===== src/rtl/piezo_sched.sv =====
// Prioritised piezo sequencer sharing buzz/buzz_n between error alarm, obstacle warning and arrival chime.
// Optional build macro PIEZO_MUTE_EN adds a mute input that silences the pins without disturbing timing.
module piezo_sched #(
    parameter int TONE_DIV     = 12500,
    parameter int BEEP_CYC     = 5000000,
    parameter int ARRIVE_BEEPS = 3
) (
    input  logic       clk,
    input  logic       rst,
    input  logic       err_req,
    input  logic       err_clr,
    input  logic       obst_req,
    input  logic       arrive_req,
`ifdef PIEZO_MUTE_EN
    input  logic       mute,
`endif
    output logic       buzz,
    output logic       buzz_n,
    output logic [1:0] grant,
    output logic       busy
);

    localparam int DUR_W  = $clog2(BEEP_CYC + 1);
    localparam int TONE_W = $clog2(TONE_DIV);

    localparam logic [DUR_W-1:0]  DUR_LAST  = DUR_W'(BEEP_CYC - 1);
    localparam logic [TONE_W-1:0] TONE_LAST = TONE_W'(TONE_DIV - 1);
    localparam logic [TONE_W-1:0] HALF_LAST = TONE_W'(TONE_DIV / 2 - 1);
    localparam logic [3:0]        BEEP_LAST = 4'(ARRIVE_BEEPS - 1);

    typedef enum logic [2:0] {
        IDLE      = 3'd0,
        CHIME_ON  = 3'd1,
        CHIME_OFF = 3'd2,
        OBST      = 3'd3,
        ERR       = 3'd4
    } state_t;

    state_t            state_q, state_d;
    logic              err_latch_q, err_latch_d;
    logic              arrive_pend_q, arrive_pend_d;
    logic [DUR_W-1:0]  dur_q, dur_d;
    logic [TONE_W-1:0] tone_q, tone_d;
    logic [3:0]        beep_q, beep_d;
    logic              ph_q, ph_d;
    logic              buzz_q, buzz_d;
    logic              buzz_n_q, buzz_n_d;

    logic              in_chime, dur_end, chime_done, entering, snd_d, quiet;
    logic [TONE_W-1:0] tone_lim;

    always_comb begin
        state_d       = state_q;
        err_latch_d   = err_latch_q;
        arrive_pend_d = arrive_pend_q;
        dur_d         = '0;
        tone_d        = '0;
        beep_d        = '0;
        ph_d          = 1'b0;
        quiet         = 1'b0;
`ifdef PIEZO_MUTE_EN
        quiet         = mute;
`endif

        // Set wins over clear when both pulses coincide.
        if (err_req)
            err_latch_d = 1'b1;
        else if (err_clr)
            err_latch_d = 1'b0;

        in_chime   = (state_q == CHIME_ON) || (state_q == CHIME_OFF);
        dur_end    = (dur_q == DUR_LAST);
        chime_done = (state_q == CHIME_OFF) && dur_end && (beep_q == BEEP_LAST);

        // Requests arriving while a chime is already running are absorbed.
        if (chime_done)
            arrive_pend_d = 1'b0;
        else if (arrive_req && !in_chime)
            arrive_pend_d = 1'b1;

        if (err_latch_q)
            state_d = ERR;
        else if (obst_req)
            state_d = OBST;
        else if (arrive_pend_q && !chime_done) begin
            case (state_q)
                CHIME_ON:  state_d = dur_end ? CHIME_OFF : CHIME_ON;
                CHIME_OFF: state_d = dur_end ? CHIME_ON  : CHIME_OFF;
                default:   state_d = CHIME_ON;
            endcase
        end else
            state_d = IDLE;

        entering = (state_d != state_q);

        if ((state_d == CHIME_ON || state_d == CHIME_OFF) && !entering)
            dur_d = dur_q + 1'b1;

        // Beep count survives ON/OFF alternation but restarts when the chime is (re)started.
        if (state_q == CHIME_OFF && state_d == CHIME_ON)
            beep_d = beep_q + 1'b1;
        else if (state_d == CHIME_ON || state_d == CHIME_OFF)
            beep_d = in_chime ? beep_q : 4'd0;

        snd_d    = (state_d == CHIME_ON) || (state_d == OBST) || (state_d == ERR);
        tone_lim = (state_d == ERR) ? HALF_LAST : TONE_LAST;
        if (snd_d) begin
            if (entering) begin
                ph_d   = 1'b1;
                tone_d = '0;
            end else if (tone_q == tone_lim) begin
                ph_d   = ~ph_q;
                tone_d = '0;
            end else begin
                ph_d   = ph_q;
                tone_d = tone_q + 1'b1;
            end
        end

        buzz_d   = snd_d & ph_d & ~quiet;
        buzz_n_d = snd_d & ~ph_d & ~quiet;
    end

    always_ff @(posedge clk) begin
        if (rst) begin
            state_q       <= IDLE;
            err_latch_q   <= 1'b0;
            arrive_pend_q <= 1'b0;
            dur_q         <= '0;
            tone_q        <= '0;
            beep_q        <= '0;
            ph_q          <= 1'b0;
            buzz_q        <= 1'b0;
            buzz_n_q      <= 1'b0;
        end else begin
            state_q       <= state_d;
            err_latch_q   <= err_latch_d;
            arrive_pend_q <= arrive_pend_d;
            dur_q         <= dur_d;
            tone_q        <= tone_d;
            beep_q        <= beep_d;
            ph_q          <= ph_d;
            buzz_q        <= buzz_d;
            buzz_n_q      <= buzz_n_d;
        end
    end

    always_comb begin
        case (state_q)
            CHIME_ON, CHIME_OFF: grant = 2'b01;
            OBST:                grant = 2'b10;
            ERR:                 grant = 2'b11;
            default:             grant = 2'b00;
        endcase
    end

    assign busy   = (state_q != IDLE) || arrive_pend_q;
    assign buzz   = buzz_q;
    assign buzz_n = buzz_n_q;

endmodule

===== config.mk =====
export PLATFORM = sky130hd
export DESIGN_NAME = piezo_sched
export DESIGN_NICKNAME = d
export VERILOG_FILES = /design/src/rtl/piezo_sched.sv
export SDC_FILE = /design/constraint.sdc
export NUM_CORES = 1
export LEC_CHECK = 0
export ABC_AREA = 1
export CAP_MARGIN = 20
export CORE_MARGIN = 3
export CORE_UTILIZATION = 35
export CTS_CLUSTER_SIZE = 8
export DETAILED_ROUTE_END_ITERATION = 8
export MAX_ROUTING_LAYER = met4
export PLACE_DENSITY = 0.52
export SLEW_MARGIN = 10
export SYNTH_ARGS = -nofsm -noshare
export SYNTH_HDL_FRONTEND = slang
export SYNTH_SLANG_ARGS = --single-unit
export TNS_END_PERCENT = 100

===== constraint.sdc =====
create_clock -name clk -period 5.1 [get_ports clk]
set_input_delay 1.02 -clock clk [delete_from_list [all_inputs] [get_ports clk]]
set_output_delay 1.02 -clock clk [all_outputs]
set_load 0.05 [all_outputs]

==> After elaboration in Yosys (flattened, before gate mapping) <==
Index checks and enable logic that the tools add are counted.
{ "totals": {"inputBits": 6, "elab_cells": 67, "regBits": 49, "out_inout_bits": 5} }
{ "op_classes": {"n_reduce_logical": 20, "n_eq_ne": 13, "n_bitwise": 6, "n_addsub": 3, "n_mux": 16} }
{ "ops": {"columns": ["op", "count"], "rows": [
  ["$add A23 B1 Y23 const B", 1],
  ["$eq A23 B23 Y1 const B", 1],
  ["$add A14 B1 Y14 const B", 1],
  ["$eq A14 B14 Y1", 1],
  ["$mux W14", 1],
  ["$eq A3 B2 Y1 const B", 4],
  ["$mux W4", 3],
  ["$mux W3", 3],
  ["$eq A3 B1 Y1 const B", 2],
  ["$eq A3 B3 Y1 const B", 2],
  ["$logic_and A1 B1 Y1", 6],
  ["$pmux W2 S3", 1],
  ["$reduce_or A2 Y1", 3],
  ["$logic_or A1 B1 Y1", 5],
  ["$mux W1", 5],
  ["$add A4 B1 Y4 const B", 1],
  ["$eq A4 B2 Y1 const B", 1],
  ["$mux W2", 2],
  ["$not A1 Y1", 4],
  ["$pmux W2 S2", 1],
  ["$reduce_or A4 Y1", 1],
  ["$logic_not A1 Y1", 3],
  ["$ne A3 B2 Y1 const B", 1],
  ["$ne A3 B3 Y1", 1],
  ["other kinds (3)", 4]
]} }

==> Longest topological paths before layout <==
Gate-level depths: netlist of the first run.
{ "depth": {"word_depth": 16, "mapped_depth": 16, "ltp_nobuf": 16} }

==> Least setup slack after synthesis of the first run <==
Ideal clock, no wire load.
{ "synth_timing": {"path_kind": "reg2out", "start": "reg state_q[1]", "end": "out grant[0]", "slack_ns": 2.939, "arrival_time_ns": 1.141, "path_stages_with_launch": 7, "t_required_ns": 4.080, "path_buffers": 0, "path_cell_list": "dfxtp_1 -> inv_1 -> nor3_2 -> inv_1 -> nand2_1 -> inv_1 -> nand2_1"} }
{ "synth_between": {"elab_chain_len": 3, "elab_cells_between_ends": 6, "classes_between": "4 x eq/ne; 1 x mux; 1 x reduce/logical"} }
{ "synth_lines": {"columns": ["item", "line", "text"], "rows": [
  ["start: declaration", "39", "state_t state_q, state_d;"],
  ["start signal: assignment", "136", "state_q <= state_d;"],
  ["$eq A3 B1 Y1 or $eq A3 B2 Y1 (tied branches)", "149", "case (state_q)"],
  ["$reduce_or A2 Y1", "149", null],
  ["$pmux W2 S3 (*)", "149", null],
  ["end: declaration", "19", "output logic [1:0] grant,"]
]} }
Every way passes the cells marked *; elsewhere a longest branch is shown, timed or not.

==> Worst setup path in the final report of the first run <==
Ends and elaborated chain as after synthesis.

==> results of run 1 <==
==> report_power, final <==
| part | switching, uW | internal [uW] |
|---|---|---|
| Sequential | 5.03 | 380 |
| Clock | 130 | 160 |
| Combinational | 50.3 | 24.0 |
| Total | 185 | 564 |
==> critical path: cells and delay by family (launching register included) <==
| family | cells | cell delay, ns |
|---|---|---|
| buffers and inverters | 4 | 1.04 |
| flip-flops | 1 | 0.39 |
| AND/OR/NAND/NOR | 3 | 0.40 |
==> Yosys cell counts, drive strengths merged, types with 2 or more instances <==
master,count
a21oi,6
buf,3
clkinv,2
dfxtp,48
ha,4
inv,50
nand2,47
nand3,27
nand4,13
nor2,62
nor3,6
nor3b,3
o21ai,6
xnor2,11
xor2,21
==> kinds of logic (layout without fill, tap and decap cells) <==
group	count (synthesis)	count (layout)	synth area share
and+or+nand+nor	162	162	0.383
buffers and inverters	56	70	0.0953
DFF	48	48	0.361
xor gates and xnor gates	32	32	0.105
AOI/OAI and AO/OA	15	15	0.0371
adders and majority gates	4	4	0.0188
==> per-layer routing <==
metal  GRT usage  wire length (um)  part of all wire
met3      0.0241                85             0.020
met1       0.152              2220              0.51
met5           -                 0                 0
met2       0.178              1950              0.45
met4      0.0366                61             0.014
==> through the flow <==
step | instances | worst slack, ns | power (uW) | utilization | hold slack [ns]
6_report | 430 | 1.96 | 749 | 0.402 | 0.443
5_1_grt | 430 | 1.78 | 785 | 0.402 | 0.474
4_1_cts | 430 | 1.93 | 767 | 0.402 | 0.456
3_5_place_dp | 422 | 1.95 | 469 | 0.386 | 0.441
3_3_place_gp | 422 | 2.05 | 469 | 0.386 | 0.432
2_1_floorplan | 317 | 2.94 | 452 | - | 0.413
==> registers in the layout (all words and copies together) (netlist names) <==
register and cells:
tone_q 14, ph_q 1, arrive_pend_q 1, beep_q 4, dur_q 23, err_latch_q 1, state_q 3, buzz_n 1
==> area by class of cell <==
cell class | count | area, um^2
Timing Repair Buffer | 10 | 100
Sequential cell | 48 | 961
Multi-Input combinational cell | 213 | 1450
Clock buffer | 6 | 82.6
Clock inverter | 2 | 38.8
Fill cell | 751 | 4380
Inverter | 52 | 195
Tap cell | 99 | 124
==> path summary, 6_finish.rpt <==
path,startpoint,to,cells past startpoint
worst max-delay path,state_q[1],grant[0],7
worst min-delay path,dur_q[0],dur_q[0],1
worst max register to register,dur_q[0],dur_q[0],15
worst min register to register,dur_q[0],dur_q[0],1
==> impl_table.tex, run 1 <==
\begin{tabular}{lr}
\hline
Metric & Value \\
\hline
\multicolumn{2}{l}{\textbf{Power}} \\
\quad Pwr dens & 254 nW/um\^{}2 \\
\quad Worst vdd ir & 106 uV \\
\quad Leakage & 0.00102 uW \\
\multicolumn{2}{l}{\textbf{Drt}} \\
\quad Antenna Violating Nets Remaining & 0 \\
\quad DR vias & 1,856 \\
\quad Detailed Route WL & 4.33 mm \\
\quad First-pass DRT Iterations & 4 \\
\quad Via density per instance & 4.32 \\
\quad Number of remaining DRC errors & 0 \\
\quad Number of DRC markers after the initial detailed-route iteration & 52 \\
\quad Wire length per cell & 10.1 um \\
\multicolumn{2}{l}{\textbf{Global route}} \\
\quad Wire length of the first global-routing pass & 8.09 mm \\
\quad Combined global-route utilization of all metal layers & 0.115 \\
\quad Initial antenna violation count & 0 \\
\quad Largest net degree at the start of global routing & 23 \\
\quad Vias in the first global route & 1,842 \\
\quad Total global routing overflow & 0 \\
\multicolumn{2}{l}{\textbf{Yosys}} \\
\quad Synthesis Warnings & 0 \\
\quad Yosys top cell by area & sky130\_fd\_sc\_hd\_\_dfxtp\_1 \\
\quad Sequential cell area fraction in the yosys report & 0.361 \\
\quad Synthesized netlist cell count & 317 \\
\quad Main area contributors after synthesis & sky130\_fd\_sc\_hd\_\_dfxtp\_1 36\%, sky130\_fd\_sc\_hd\_\_nor2\_4 14\%, sky130\_fd\_sc\_hd\_\_xor2\_1 6.9\% \\
\quad Number of nets produced by synthesis & 327 \\
\quad Synth Flop Type & sky130\_fd\_sc\_hd\_\_dfxtp\_1 \\
\quad Netlist Area Pre-Place & 2660 um\^{}2 \\
\quad Flops \& latches, synth & 48 \\
\quad Area share of the leading cell type in the synthesized netlist & 0.361 \\
\quad Fraction of synthesis flops using an asynchronous set or reset pin & 0 \\
\quad Number of enable-type register cells in the synthesized netlist & 0 \\
\quad Synth Area per Inst & 8.40 um\^{}2 \\
\quad Distinct cell type count after synthesis & 34 \\
\multicolumn{2}{l}{\textbf{Floorplanning}} \\
\quad Floorplan core area & 7330 um\^{}2 \\
\quad Starting density of the core & 0.363 \\
\quad Top-level port count & 11 \\
\quad Die ar. & 8690 um\^{}2 \\
\quad Number of core rows & 31 \\
\quad Die span in y & 93.2 um \\
\quad Die Wd & 93.2 um \\
\multicolumn{2}{l}{\textbf{Worst setup path}} \\
\quad Crit path largest cell delay & 0.80 ns \\
\quad Highest net fanout along the worst path & 4 \\
\quad Flop2flop setup slack & 2.64 ns \\
\quad Critical path cell sequence & inv\_1, nor3\_2, inv\_1, nand2\_1, inv\_1, nand2\_1, clkdlybuf4s50\_1 \\
\quad Cell seen most often among critical-path stages & sky130\_fd\_sc\_hd\_\_inv\_1 \\
\quad Startpoint Class & flop \\
\quad Endpoint arrival time on the critical path & 2.12 ns \\
\quad Critical path's slowest cell & sky130\_fd\_sc\_hd\_\_clkdlybuf4s50\_1 \\
\quad Element type at the critical path end & output port \\
\quad Classification of the worst setup path & flop to output port \\
\quad Required @ worst endpoint & 4.08 ns \\
\multicolumn{2}{l}{\textbf{STA}} \\
\quad Final Skew & 0.0124 ns \\
\quad Share of the clock period used by the worst path & 0.616 \\
\quad Slew at the pin closest to its max-slew limit & 0.671 ns \\
\quad Setup TNS & 0 ns \\
\quad Crit path time final & 3.14 ns \\
\quad Relative slew slack & 0.553 \\
\quad Final max-slew violation count & 0 \\
\quad Number of hold violations in the final report & 0 \\
\quad Max Clk Rate & 318 MHz \\
\quad Setup repair after global routing missed its margin & no \\
\quad Final setup violating endpoints & 0 \\
\multicolumn{2}{l}{\textbf{Worst hold path}} \\
\quad Type of the tightest min-delay check & flop to flop \\
\multicolumn{2}{l}{\textbf{Final layout}} \\
\quad Number of nets in the finished design & 340 \\
\quad Share of cells above drive strength 1 & 0.190 \\
\quad Synthesis-to-finish area growth & 10.8\% \\
\quad Diode insertion count for antenna repair & 0 \\
\quad Commonest cells after routing, fill and taps aside & 48 x sky130\_fd\_sc\_hd\_\_dfxtp\_1, 42 x sky130\_fd\_sc\_hd\_\_inv\_1, 41 x sky130\_fd\_sc\_hd\_\_nand2\_1 \\
\quad Most common library cell in the layout ignoring fill and taps & sky130\_fd\_sc\_hd\_\_dfxtp\_1 \\
\quad Area of all placed cells without fillers & 2950 um\^{}2 \\
\multicolumn{2}{l}{\textbf{Flow run}} \\
\quad Total of max-cap violations & 0 \\
\multicolumn{2}{l}{\textbf{Clock tree}} \\
\quad Sinks on Clock Net & 48 \\
\quad Worst-path clk slew & 0.09 ns \\
\quad Number of hold buffers added after CTS & 0 \\
\quad Total of cells resized after clock tree synthesis & 0 \\
\quad Number of clock buffers inserted by TritonCTS & 5 \\
\quad Setup bufs post-CTS & 0 \\
\quad Root Driver & sky130\_fd\_sc\_hd\_\_clkbuf\_8 \\
\quad Clk\_lat worst skew & 0.30 ns \\
\quad Maximum buffer depth of the clock tree & 2 \\
\quad TritonCTS clock tree & done \\
\quad H-tree levels & 2 \\
\multicolumn{2}{l}{\textbf{Placement}} \\
\quad Global placement routability congestion & 0.771 \\
\quad HPWL Detailed & 3.28 mm \\
\quad Port Buf Inserts & 10 \\
\quad Area of placed instances & 2830 um\^{}2 \\
\multicolumn{2}{l}{\textbf{Outcome}} \\
\quad Result of the run & completed \\
\hline
\end{tabular}
No activity file was read; power rests on OpenSTA's default activity.
==> run 2: changes to the inputs <==
--- a/config.mk
+++ b/config.mk
@@ -12,7 +12,7 @@
 export CTS_CLUSTER_SIZE = 8
 export DETAILED_ROUTE_END_ITERATION = 8
 export MAX_ROUTING_LAYER = met4
-export PLACE_DENSITY = 0.52
+export PLACE_DENSITY = 0.54
 export SLEW_MARGIN = 10
 export SYNTH_ARGS = -nofsm -noshare
 export SYNTH_HDL_FRONTEND = slang
==> constraint.sdc (replaced) <==
create_clock -name clk -period 2.8 [get_ports clk]
set_input_delay 0.56 -clock clk [delete_from_list [all_inputs] [get_ports clk]]
set_output_delay 0.56 -clock clk [all_outputs]
set_load 0.05 [all_outputs]
==> impl_table.tex, run 2 (synthesis results as in run 1) <==
\begin{tabular}{lr}
\hline
Metric & Value \\
\hline
\multicolumn{2}{l}{\textbf{Outcome}} \\
\quad Result of the run & completed \\
\multicolumn{2}{l}{\textbf{STA}} \\
\quad Slew at the pin closest to its max-slew limit & 0.503 ns \\
\quad Setup repair after global routing missed its margin & no \\
\quad Final Skew & 0.00913 ns \\
\quad Max Clk Rate & 420 MHz \\
\quad Setup TNS & 0 ns \\
\quad Share of the clock period used by the worst path & 0.851 \\
\quad Relative slew slack & 0.664 \\
\quad Final setup violating endpoints & 0 \\
\quad Final max-slew violation count & 0 \\
\quad Number of hold violations in the final report & 0 \\
\quad Crit path time final & 2.38 ns \\
\multicolumn{2}{l}{\textbf{Clock tree}} \\
\quad Maximum buffer depth of the clock tree & 2 \\
\quad Sinks on Clock Net & 48 \\
\quad Setup bufs post-CTS & 0 \\
\quad Number of clock buffers inserted by TritonCTS & 5 \\
\quad Worst-path clk slew & 0.09 ns \\
\quad TritonCTS clock tree & done \\
\quad H-tree levels & 2 \\
\quad Root Driver & sky130\_fd\_sc\_hd\_\_clkbuf\_8 \\
\quad Clk\_lat worst skew & 0.30 ns \\
\multicolumn{2}{l}{\textbf{Floorplanning}} \\
\quad Die ar. & 8690 um\^{}2 \\
\quad Floorplan core area & 7330 um\^{}2 \\
\quad Die span in y & 93.2 um \\
\quad Die Wd & 93.2 um \\
\quad Top-level port count & 11 \\
\quad Number of core rows & 31 \\
\quad Starting density of the core & 0.363 \\
\multicolumn{2}{l}{\textbf{Global route}} \\
\quad Vias in the first global route & 1,938 \\
\quad Combined global-route utilization of all metal layers & 0.125 \\
\quad Initial antenna violation count & 0 \\
\quad Largest net degree at the start of global routing & 16 \\
\quad Wire length of the first global-routing pass & 8.60 mm \\
\quad Total global routing overflow & 0 \\
\multicolumn{2}{l}{\textbf{Placement}} \\
\quad HPWL Detailed & 3.42 mm \\
\quad Port Buf Inserts & 10 \\
\quad Global placement routability congestion & 0.826 \\
\quad Post-placement cell count & 425 \\
\multicolumn{2}{l}{\textbf{Worst setup path}} \\
\quad Critical path cell sequence & inv\_1, nand3\_1, nand2\_1, clkdlybuf4s50\_1 \\
\quad Highest net fanout along the worst path & 5 \\
\quad Reg2Reg Depth & 16 \\
\quad Count of buffer and inverter cells on the critical path & 2 \\
\quad Element type at the critical path end & output port \\
\quad Classification of the worst setup path & flop to output port \\
\quad Required @ worst endpoint & 2.24 ns \\
\quad Critical path's slowest cell & sky130\_fd\_sc\_hd\_\_clkdlybuf4s50\_1 \\
\quad Startpoint Class & flop \\
\quad Category of cells accounting for the largest share of critical-path delay & buffers and inverters \\
\quad Logic depth of the worst setup path including buffers & 4 \\
\quad Crit path largest cell delay & 0.79 ns \\
\quad Endpoint arrival time on the critical path & 1.82 ns \\
\multicolumn{2}{l}{\textbf{Final layout}} \\
\quad FILL cells & 758 \\
\quad Largest registers & dur\_q x23, tone\_q x14, beep\_q x4 \\
\quad Top reg by flops & dur\_q \\
\quad Final cell count without fillers & 433 \\
\quad Share of cells above drive strength 1 & 0.198 \\
\quad Number of nets in the finished design & 343 \\
\quad Synthesis-to-finish area growth & 11.8\% \\
\quad Fin util & 0.406 \\
\quad Most common library cell in the layout ignoring fill and taps & sky130\_fd\_sc\_hd\_\_dfxtp\_1 \\
\quad Diode insertion count for antenna repair & 0 \\
\quad Commonest cells after routing, fill and taps aside & 48 x sky130\_fd\_sc\_hd\_\_dfxtp\_1, 42 x sky130\_fd\_sc\_hd\_\_inv\_1, 41 x sky130\_fd\_sc\_hd\_\_nand2\_1 \\
\quad Number of flip-flops in the largest register & 23 \\
\multicolumn{2}{l}{\textbf{Flow run}} \\
\quad Total of max-cap violations & 0 \\
\multicolumn{2}{l}{\textbf{Drt}} \\
\quad Number of DRC markers after the initial detailed-route iteration & 52 \\
\quad Antenna Violating Nets Remaining & 0 \\
\quad First-pass DRT Iterations & 5 \\
\quad Number of remaining DRC errors & 0 \\
\quad DR vias & 1,893 \\
\quad Wire length per cell & 10.3 um \\
\quad Detailed Route WL & 4.47 mm \\
\quad Via density per instance & 4.37 \\
\multicolumn{2}{l}{\textbf{Worst hold path}} \\
\quad Hold Path Cell Cnt & 1 \\
\quad Type of the tightest min-delay check & flop to flop \\
\multicolumn{2}{l}{\textbf{Power}} \\
\quad Pwr dens & 451 nW/um\^{}2 \\
\quad Leakage & 0.00105 uW \\
\quad Worst vdd ir & 248 uV \\
\hline
\end{tabular}
## run 2: what timing repair did
item                       CTS  global route
hold endpoints to repair     0             0
gates resized for setup      0             1
hold buffers                 0             0
setup endpoints to repair    0             1
## run 2: final timing paths
check | start | endpoint | slack, ns
max | state_q[0] | grant[1] | 0.42
max reg2reg | dur_q[0] | dur_q[11] | 0.48
min reg2reg | dur_q[0] | dur_q[0] | 0.44
min | dur_q[0] | dur_q[0] | 0.44
## run 2: power breakdown
group          total (uW)  internal (uW)  switching [uW]
sequential            701            692            9.34
combinational         139           45.7            93.3
clock                 502            264             237
total                1340           1000             340
## run 2: worst register-to-register path, stage by stage (launching register included)
cell and delay, ns:
sky130_fd_sc_hd__dfxtp_1 0.36, sky130_fd_sc_hd__ha_1 0.21, sky130_fd_sc_hd__nand3_2 0.11, sky130_fd_sc_hd__inv_2 0.10
sky130_fd_sc_hd__nand2_2 0.07, sky130_fd_sc_hd__nor2_4 0.14, sky130_fd_sc_hd__nand2_1 0.06, sky130_fd_sc_hd__nand2_1 0.07
sky130_fd_sc_hd__nand2_2 0.07, sky130_fd_sc_hd__nand3_1 0.08, sky130_fd_sc_hd__nand2_1 0.07, sky130_fd_sc_hd__nand2_1 0.10
sky130_fd_sc_hd__nand2_1 0.08, sky130_fd_sc_hd__nand2_2 0.14, sky130_fd_sc_hd__nand3_4 0.26, sky130_fd_sc_hd__buf_12 0.27
sky130_fd_sc_hd__nor2_4 0.08
## run 2: metrics by stage
step / setup slack, ns / hold slack [ns] / cell area, um^2 / total power [uW]
floorplan: 0.857 / 0.413 / 2660 / 822
global placement: 0.462 / 0.425 / 2860 / 858
detailed placement: 0.476 / 0.432 / 2860 / 858
CTS: 0.122 / 0.447 / 2980 / 1370
global route: 0.213 / 0.490 / 2980 / 1410
finish: 0.417 / 0.443 / 2980 / 1340
## run 2: final cells by class
type | instances | area, um^2 | area share
Multi-Input combinational cell | 213 | 1450 | 0.487
Sequential cell | 48 | 961 | 0.323
Inverter | 52 | 195 | 0.0655
Timing Repair Buffer | 13 | 138 | 0.0462
Tap cell | 99 | 124 | 0.0416
Clock buffer | 5 | 68.8 | 0.0231
Clock inverter | 3 | 42.5 | 0.0143
## run 2: routing by layer
metal / share of wire / GRT usage / routed length, um
met2: 0.46 / 0.192 / 2060
met5: 0 / - / 0
met4: 0.013 / 0.0440 / 57
met1: 0.50 / 0.161 / 2240
met3: 0.025 / 0.0290 / 110
==> variant 1, RTL diff (config.mk and constraints of run 2) <==
Build with the macro `PIEZO_MUTE_EN` defined.
--- a/src/rtl/piezo_sched.sv
+++ b/src/rtl/piezo_sched.sv
@@ -2,2 +2,4 @@
 // Optional build macro PIEZO_MUTE_EN adds a mute input that silences the pins without disturbing timing.
+`define PIEZO_MUTE_EN
+
 module piezo_sched #(
Ports: changed (added mute); port bits go from 11 to 12. No check against the original RTL was run, so the function may have changed too.
==> variant 1 against run 2 <==
Register-to-register slack gained 0.10 ns. Area after synthesis decreased by 1.7%. Cell area is 1.8% lower. Worst setup slack got worse by 0.036 ns. Power increased by 1.7%. Worst hold slack better by 0.0086 ns. Routed wire length is 5.5% higher. Sequential cell count increased by 1. Critical endpoint unchanged.
==> variant 1: results <==
[cells_and_area]
multi_input_area_sq_mm = 0.00137
final-clk-cell-share_pct = 3.93
num-nonclk-buffers = 11
fin_cells = 457
inv_count = 61
area_share_nonclk_buffers_pct = 3.85
multi_input_area_share_pct = 46.7
multi_input_cells = 232
fillCellCount = 752
seq_area_sq_um = 981

[drt]
wl_met1_mm = 2.51
met3_length_microns = 124
wl_met2_mm = 2.05
first_pass_iters = 4
post_drt_via_cell_ratio = 4.42
wirelength_mm = 4.72

[setup_path]
arrival_ns = 1.86
reg2reg_to = dur_q[17]
rr_worst_depth = 11
worst_path_largest_cell_delay_ns = 0.81
cp_max_fo = 6

[synth]
synth_area_leaders = dfxtp_1, xor2_1, inv_1, nor2_2, nand2_1
async_flop_share_pct = 0
syn_avg_cell_area_sq_um = 7.55
ys_ff_latch = 49
synth_edf_count = 0
synth_cell_types = 31
ys_top_cells_by_count = inv_1, nand2_1, dfxtp_1, nor2_1, nor2_2
syn_area_sq_mm = 0.00262
synth.net_count = 358

[sta]
skew_ns = 0.0141
hold_slack_ns = 0.452
slew_violations = 0
fmax_mhz = 413
relSlewSlack_pct = 64.5

[place]
place_inst = 449
dpl_worst_slack_ns = 0.429
placed_area_sq_mm = 0.00281
dpl.hpwl_mm = 3.52
routabilityCongestion = 0.831

[power]
power_density_mw_per_mm2 = 467
powerSeq_mw = 0.716
pwr-share-comb_pct = 9.2
internal_power_mw = 1.02
leakage_nw = 1.10

[global_routing]
first_global_vias = 1879
grtUsageMet2_pct = 18.7
use_met3_pct = 3.17
gr-usage-met1_pct = 16.3
grt_start_max_net_pins = 24
grt_usage_pct = 12.3

[min_path]
hold_depth = 1

[run_status]
status = completed

[clock_tree]
cts_setup_buffers = 0
variant 1: cell types whose count changed after synthesis, sizes merged, moves of 2 or more:
| cell | run 2 | this run |
|---|---|---|
| inv | 50 | 60 |
| nand2 | 47 | 54 |
| nor2 | 62 | 70 |
| nor3 | 6 | 10 |
| nor3b | 3 | 1 |
| o21ai | 6 | 2 |
| xor2 | 21 | 25 |
variant 1: logic make-up (layout without fill, tap and decap cells):
| group | count (synthesis) | count (layout) | share of synthesized area, % |
|---|---|---|---|
| AO/OA/AOI/OAI | 11 | 11 | 3.01 |
| XOR/XNOR | 36 | 36 | 12.0 |
| adder cells (fa/ha/maj) | 4 | 4 | 1.91 |
| buffers and inverters | 66 | 80 | 10.3 |
| flip-flops | 49 | 49 | 37.5 |
| AND/OR/NAND/NOR | 181 | 181 | 35.3 |
variant 1: what timing repair did:
action / 4_1_cts / 5_1_grt
endpoints found under the setup margin: 0 / 1
endpoints found under the hold margin: 0 / 0
gates resized for setup: 0 / 1
==> variant 2, RTL diff (config.mk and constraints of run 2) <==
Made on the original files. Re-encode `state_t` (5 states) as one-hot, 5 bits wide.
--- a/src/rtl/piezo_sched.sv
+++ b/src/rtl/piezo_sched.sv
@@ -30,8 +30,8 @@
 
-    typedef enum logic [2:0] {
-        IDLE      = 3'd0,
-        CHIME_ON  = 3'd1,
-        CHIME_OFF = 3'd2,
-        OBST      = 3'd3,
-        ERR       = 3'd4
+    typedef enum logic [4:0] {
+        IDLE      = 5'b00001,
+        CHIME_ON  = 5'b00010,
+        CHIME_OFF = 5'b00100,
+        OBST      = 5'b01000,
+        ERR       = 5'b10000
     } state_t;
Behaviour: no difference found for any inputs over 10 cycles, from zero or initial values and one cycle with rst high; not proved beyond that.
==> variant 2 against run 2 <==
Clock power is 1% lower. Worst setup slack worse by 0.22 ns. Power is 1.4% lower. Area after synthesis is 1.1% higher. Routed wire length is 8.5% higher. Sequential cell count is 2 higher. Cell area is 1.2% higher. Global-route usage is 0.15 points higher. Die area is 1.1% higher. Count of clock-buffer cells in the layout is 2 higher.
==> variant 2: results <==
[setup_path]
r2r_setup_slack_ns = 0.43
critPathLaunch = state_q[4]

[drt]
drtIter0Drc = 96
wl_per_cell_microns = 10.5
first_pass_iters = 4
post_drt_via_cell_ratio = 4.49

[synth]
yosysSeqAreaShare_pct = 37.2
ys_top_cells_by_count = nor2_1, dfxtp_1, nand2_1, inv_1, nor2_4
synth.net_count = 356
synth_cell_types = 33
synth.most_common_cell = nor2_1

[sta]
hold_slack_ns = 0.477
relSlewSlack_pct = 66.4
skew_ns = 0.0119

[global_routing]
grt_start_max_net_pins = 23
grtUsageMet2_pct = 19.3
grt_pass1_wl_mm = 8.83
use_met3_pct = 2.40
grt_usage_pct = 12.6
gr-usage-met1_pct = 17.2

[cells_and_area]
top_regs = dur_q: 23 flops, tone_q: 14 flops, state_q: 5 flops
drive_gt1_share_pct = 16.3
fillCellCount = 786

[place]
routabilityCongestion = 0.836
placed_area_sq_mm = 0.00291

[clock_tree]
cts_resized = 0

[run_status]
status = completed

[power]
leakage_nw = 1.00
variant 2: kinds of logic (layout without fill, tap and decap cells):
kind of cell	after synthesis	in the layout	share of synthesized area, %
buf+inv	52	68	8.08
xor+xnor	29	29	9.43
simple gates	191	191	39.3
compound gates	20	20	4.18
flops	50	50	37.2
fa+ha+maj	4	4	1.86
variant 2: per-stage QoR:
step | worst slack [ns] | util, % | total power [mW] | instances
after CTS | 0.182 | 40.9 | 1.35 | 461
after floorplan | 0.611 | - | 0.816 | 346
after global placement | 0.269 | 39.5 | 0.844 | 453
after global routing | 0.00188 | 40.9 | 1.39 | 461
after detailed placement | 0.191 | 39.5 | 0.845 | 453
final | 0.200 | 40.9 | 1.32 | 461
variant 2: worst paths after layout:
kind	cells after the start	endpoint
setup / recovery	8	grant[0]
hold / removal	1	dur_q[0]
setup reg to reg	11	tone_q[3]
hold reg to reg	1	dur_q[0]
variant 2: area by class of cell:
type                       instances  area share (%)
multi-input combinational        244            48.9
inverter                          48            5.98
tap                               99            4.11
sequential                        50            33.2
clock buffer                       7            2.53
timing repair buffer              12            4.23
clock inverter                     1           0.996
variant 2: power breakdown:
part	internal (mW)	switching (mW)	total [mW]
logic	0.0344	0.0647	0.0991
registers	0.719	0.00975	0.729
clock network	0.268	0.228	0.495
total	1.02	0.302	1.32
variant 2: critical path: stages, from the launching register on:
cell             delay, ns
dfxtp_1               0.36
nor2_1                0.15
nand2_1               0.08
nor2_1                0.13
inv_1                 0.07
nand2_1               0.06
inv_1                 0.05
nand2_1               0.05
clkdlybuf4s50_1       0.80
variant 2: metal layers:
metal  share of wire [%]  vias to the layer above  wire length, microns
li1                    -                     1126                     -
met1                  52                      932                  2550
met2                  45                       12                  2200
met3                 1.8                        2                    85
met4                0.52                        0                    25
met5                   0                        -                     0
